[src/rtl/store_merge_unit.sv]
// Store unit for a word-only data memory: SW writes directly, SH/SB do read-merge-write.
// Latency: SW done at T+1, SH/SB done at T+3, error pulse at T+1; accepts only in IDLE.
module store_merge_unit #(
    parameter int ADDR_W = 32
) (
    input  logic              clk,
    input  logic              reset,
    input  logic              st_valid,
    output logic              st_ready,
    input  logic [1:0]        st_sel,
    input  logic [ADDR_W-1:0] st_addr,
    input  logic [31:0]       st_data,
    output logic              st_done,
    output logic              st_err,
    output logic [ADDR_W-1:0] mem_addr,
    output logic              mem_re,
    input  logic [31:0]       mem_rdata,
    output logic              mem_we,
    output logic [31:0]       mem_wdata
);

    localparam logic [1:0] SEL_SW = 2'b00;
    localparam logic [1:0] SEL_SH = 2'b01;
    localparam logic [1:0] SEL_SB = 2'b10;

    typedef enum logic [2:0] {
        S_IDLE  = 3'd0,
        S_READ  = 3'd1,
        S_MERGE = 3'd2,
        S_WRITE = 3'd3,
        S_ERR   = 3'd4
    } state_t;

    state_t            r_state;
    state_t            w_next;
    logic [ADDR_W-1:0] r_addr_q;
    logic [31:0]       r_data_q;
    logic [1:0]        r_sel_q;
    logic [31:0]       r_merged_q;
    logic [31:0]       w_merged;
    logic              w_accept;
    logic              w_bad;

    assign w_accept = st_valid && (r_state == S_IDLE);

    // Checking the live inputs at the accept edge is equivalent to checking
    // the values being latched, and lets SW reach WRITE one cycle later.
    assign w_bad = (st_sel == 2'b11) ||
                   ((st_sel == SEL_SW) && (st_addr[1:0] != 2'b00)) ||
                   ((st_sel == SEL_SH) && st_addr[0]);

    always_comb begin
        w_next = r_state;
        case (r_state)
            S_IDLE: begin
                if (w_accept) begin
                    if (w_bad)                 w_next = S_ERR;
                    else if (st_sel == SEL_SW) w_next = S_WRITE;
                    else                       w_next = S_READ;
                end
            end
            S_READ:  w_next = S_MERGE;
            S_MERGE: w_next = S_WRITE;
            S_WRITE: w_next = S_IDLE;
            S_ERR:   w_next = S_IDLE;
            default: w_next = S_IDLE;
        endcase
    end

    always_comb begin
        w_merged = mem_rdata;
        if (r_sel_q == SEL_SH) begin
            if (r_addr_q[1]) w_merged[31:16] = r_data_q[15:0];
            else             w_merged[15:0]  = r_data_q[15:0];
        end else if (r_sel_q == SEL_SB) begin
            w_merged[{r_addr_q[1:0], 3'b000} +: 8] = r_data_q[7:0];
        end
    end

    always_ff @(posedge clk) begin
        if (!reset) begin
            r_state    <= S_IDLE;
            r_addr_q   <= '0;
            r_data_q   <= '0;
            r_sel_q    <= '0;
            r_merged_q <= '0;
        end else begin
            r_state <= w_next;
            if (w_accept) begin
                r_addr_q <= st_addr;
                r_data_q <= st_data;
                r_sel_q  <= st_sel;
            end
            // Read data is only sampled here, and always through a register.
            if (r_state == S_MERGE) r_merged_q <= w_merged;
        end
    end

    always_comb begin
        st_ready  = (r_state == S_IDLE);
        mem_re    = (r_state == S_READ);
        mem_we    = (r_state == S_WRITE);
        st_done   = (r_state == S_WRITE);
        st_err    = (r_state == S_ERR);
        mem_addr  = '0;
        mem_wdata = '0;
        if (r_state != S_IDLE) mem_addr = {r_addr_q[ADDR_W-1:2], 2'b00};
        if (r_state == S_WRITE) mem_wdata = (r_sel_q == SEL_SW) ? r_data_q : r_merged_q;
    end

endmodule

[config.mk]
export PLATFORM = sky130hd
export DESIGN_NAME = store_merge_unit
export DESIGN_NICKNAME = d
export VERILOG_FILES = /design/src/rtl/store_merge_unit.sv
export SDC_FILE = /design/constraint.sdc
export NUM_CORES = 1
export LEC_CHECK = 0
export ABC_AREA = 1
export CORE_ASPECT_RATIO = 0.8
export CORE_MARGIN = 1
export CORE_UTILIZATION = 45
export CTS_BUF_LIST = sky130_fd_sc_hd__clkbuf_8
export CTS_CLUSTER_DIAMETER = 30
export CTS_CLUSTER_SIZE = 8
export DETAILED_ROUTE_END_ITERATION = 7
export DONT_BUFFER_PORTS = 1
export GPL_TIMING_DRIVEN = 0
export MAX_ROUTING_LAYER = met4
export SLEW_MARGIN = 20
export SYNTH_ARGS = -nofsm -noshare
export SYNTH_HDL_FRONTEND = slang
export SYNTH_SLANG_ARGS = --single-unit
[constraint.sdc]
create_clock -name clk -period 2.76 [get_ports clk]
set_clock_uncertainty 0.1 [all_clocks]
set_input_delay 0.552 -clock clk [delete_from_list [all_inputs] [get_ports clk]]
set_output_delay 0.552 -clock clk [all_outputs]
set_load 0.01 [all_outputs]
==> results.yml <==
outcome:
  status: "finished, final reports clean"
die:
  core-area_um2: 11600
  die_area_um2: 12400
  start_util: 0.465
  die_x_um: 124
  die_height_um: 99.7
  pin_count: 170
  rows: 35
worst_setup_path:
  crit_chain: "buf_4 -> nor2_4 -> clkbuf_1 -> o21ai_0 -> a21oi_1"
  crit_path_max_fanout: 10
  slowest_stage: "clkbuf_1"
  worstRegToRegCells: 9
  cp-start-kind: "flop"
  end_kind: "primary output"
  cp.required_ns: 2.11
  path_class: "flop to primary output"
  slowest_delay_ns: 0.39
  worstPathArrival_ns: 1.96
power:
  total_power_mw: 3.33
  powerDensity_nw_per_um2: 581
  p_leak_nw: 2.37
  vdd_drop_max_v: 0.000314
logic_synthesis:
  synth_edf_count: 0
  ys_async_sr_fraction: 0
  syn_area_per_cell_um2: 6.58
  ys_seq_area_frac: 0.376
  synth.distinct_cells: 28
  synth_cells: 816
  synth_area_um2: 5370
  ys_ff_latch: 101
  synth.yosys.warnings: 0
  ys.flop_type: "dfxtp_1"
global_routing:
  grt_antenna_before_repair: 0
  gr-total-overflow: 0
  grt_pass1_wl_um: 26000
  grt_pass1_vias: 4964
  grt_use_total: 0.283
  grt_start_max_net_pins: 18
layout:
  layout-drive-gt1-share: 0.0745
  nFillCells: 1207
  layout.cells.non_filler: 980
  synthToLayoutAreaGrowth_pct: 6.87
  nets: 933
  diodes: 0
hold_path:
  holdPathStages: 2
  min_path_type: "primary input to flop"
route:
  dr_wl_met2_um: 7520
  vias_per_cell: 5.69
  drtIter0Drc: 410
  drc: 0
  met3_length_um: 1460
  avgRoutedWirePerCell_um: 17.3
  vias: 5576
  top_layer: "met4"
  first_pass_iters: 5
  drt-total-wl_um: 17000
  antenna_left: 0
  drt-met1-wl_um: 7730
job:
  drv_cap: 0
place:
  pre_cts_ws_ns: 0.236
  port_buffers: 0
  dp_cells: 965
  dp_hpwl_um: 13200
  finalWeightedCongestion: 0.939
clock_tree:
  clk_latency_ns: 0.37
  ctsResizeCount: 0
  postCtsSetupBuffers: 0
  htree_levels: 3
  root_buffer: "clkbuf_8"
  cts_hold_buf: 0
  cts_buffers: 9
  cts_buffer_depth: 2
  clock-sinks: 101
  clk_pin_slew_worst_paths_ns: 0.11
  cts_tree: "yes"
sta:
  max_freq_mhz: 384
  setup_viol: 0
  fin_setup_tns_ns: 0
  maxSlewViolCount: 0
  rsz0062_at_grt: "no"
  timing.slew.headroom: 0.488
  finalCriticalPeriod_ns: 2.61
  fin_hold_ws_ns: 0.262
  hold_viol: 0
  finalCritPeriodShare: 0.945
  fin_ws_ns: 0.152
  tightest_slew_ns: 0.768
[sequential cells by signal (all words and copies together) (netlist names)]
signal / count
r_data_q: 32
r_sel_q: 2
r_addr_q: 32
r_state: 3
r_merged_q: 32
[through the flow]
step           area (um^2)  utilization
6_report              5740        0.497
5_1_grt               5740        0.497
4_1_cts               5740        0.496
3_5_place_dp          5560        0.481
3_3_place_gp          5560        0.481
2_1_floorplan         5380            -
[logic make-up (layout without fill, tap and decap cells)]
group           Yosys count  count (layout)  synth area share
compound gates          337             337             0.314
fa+ha+maj                 5               5            0.0116
buf+inv                 146             161             0.113
flops                   101             101             0.376
other cells               1               2          0.000698
simple gates            226             226             0.184
[worst max-delay path: cells and delay by family (launching register included)]
family	cells	cell delay (ns)
AOI/OAI and AO/OA	2	0.42
DFF	1	0.32
buffers and inverters	2	0.57
and+or+nand+nor	1	0.28
[final cells by class]
class / instances / area [um^2] / share of cell area
Tap cell: 148 / 185 / 0.0323
Buffer: 61 / 287 / 0.0499
Sequential cell: 101 / 2020 / 0.352
Clock inverter: 7 / 50.0 / 0.00872
Clock buffer: 9 / 124 / 0.0216
Inverter: 84 / 318 / 0.0553
Multi-Input combinational cell: 570 / 2760 / 0.480
[final timing paths]
check,start,endpoint,slack [ns]
hold reg to reg,r_data_q[30],r_data_q[30],0.36
hold / removal,st_data[23],r_data_q[23],0.26
setup / recovery,r_sel_q[1],mem_wdata[22],0.15
setup reg to reg,r_addr_q[0],r_merged_q[29],0.24
[power breakdown]
part	internal, mW	switching, mW
Clock	0.335	0.543
Sequential	1.59	0.0510
Combinational	0.220	0.592
Total	2.15	1.19
[cells in the mapped netlist, types with 4 or more instances]
| library cell | n | share of area |
|---|---|---|
| dfxtp_1 | 101 | 0.38 |
| o21ai_1 | 8 | 0.0075 |
| nor2_1 | 43 | 0.030 |
| nand2_1 | 148 | 0.10 |
| buf_4 | 4 | 0.0056 |
| inv_1 | 79 | 0.055 |
| ha_1 | 5 | 0.012 |
| nor2_4 | 5 | 0.010 |
| o21ai_0 | 158 | 0.15 |
| nor3_1 | 9 | 0.0084 |
| clkbuf_1 | 32 | 0.022 |
| a21oi_1 | 171 | 0.16 |
| nand3_1 | 10 | 0.0093 |
| buf_2 | 21 | 0.020 |
[placed cells by master, fill, tap and decap left out, types with 3 or more instances in the layout]
cell type  netlist  final
a21oi_1        171    171
o21ai_0        158    158
nand2_1        148    148
dfxtp_1        101    101
inv_1           79     81
nor2_1          43     42
clkbuf_1        32     30
buf_2           21     21
nand3_1         10     10
nor3_1           9      9
clkbuf_8         0      9
o21ai_1          8      8
nor2_4           5      5
ha_1             5      5
buf_4            4      4
inv_2            3      3
nand3_4          3      3
buf_1            3      3
[per-layer routing]
metal | track usage | vias up
li1 | - | 2715
met1 | 0.382 | 2602
met4 | 0.0723 | 0
met2 | 0.423 | 240
met5 | - | -
met3 | 0.0659 | 19
Note: power is estimated with default switching activity, not from simulation.
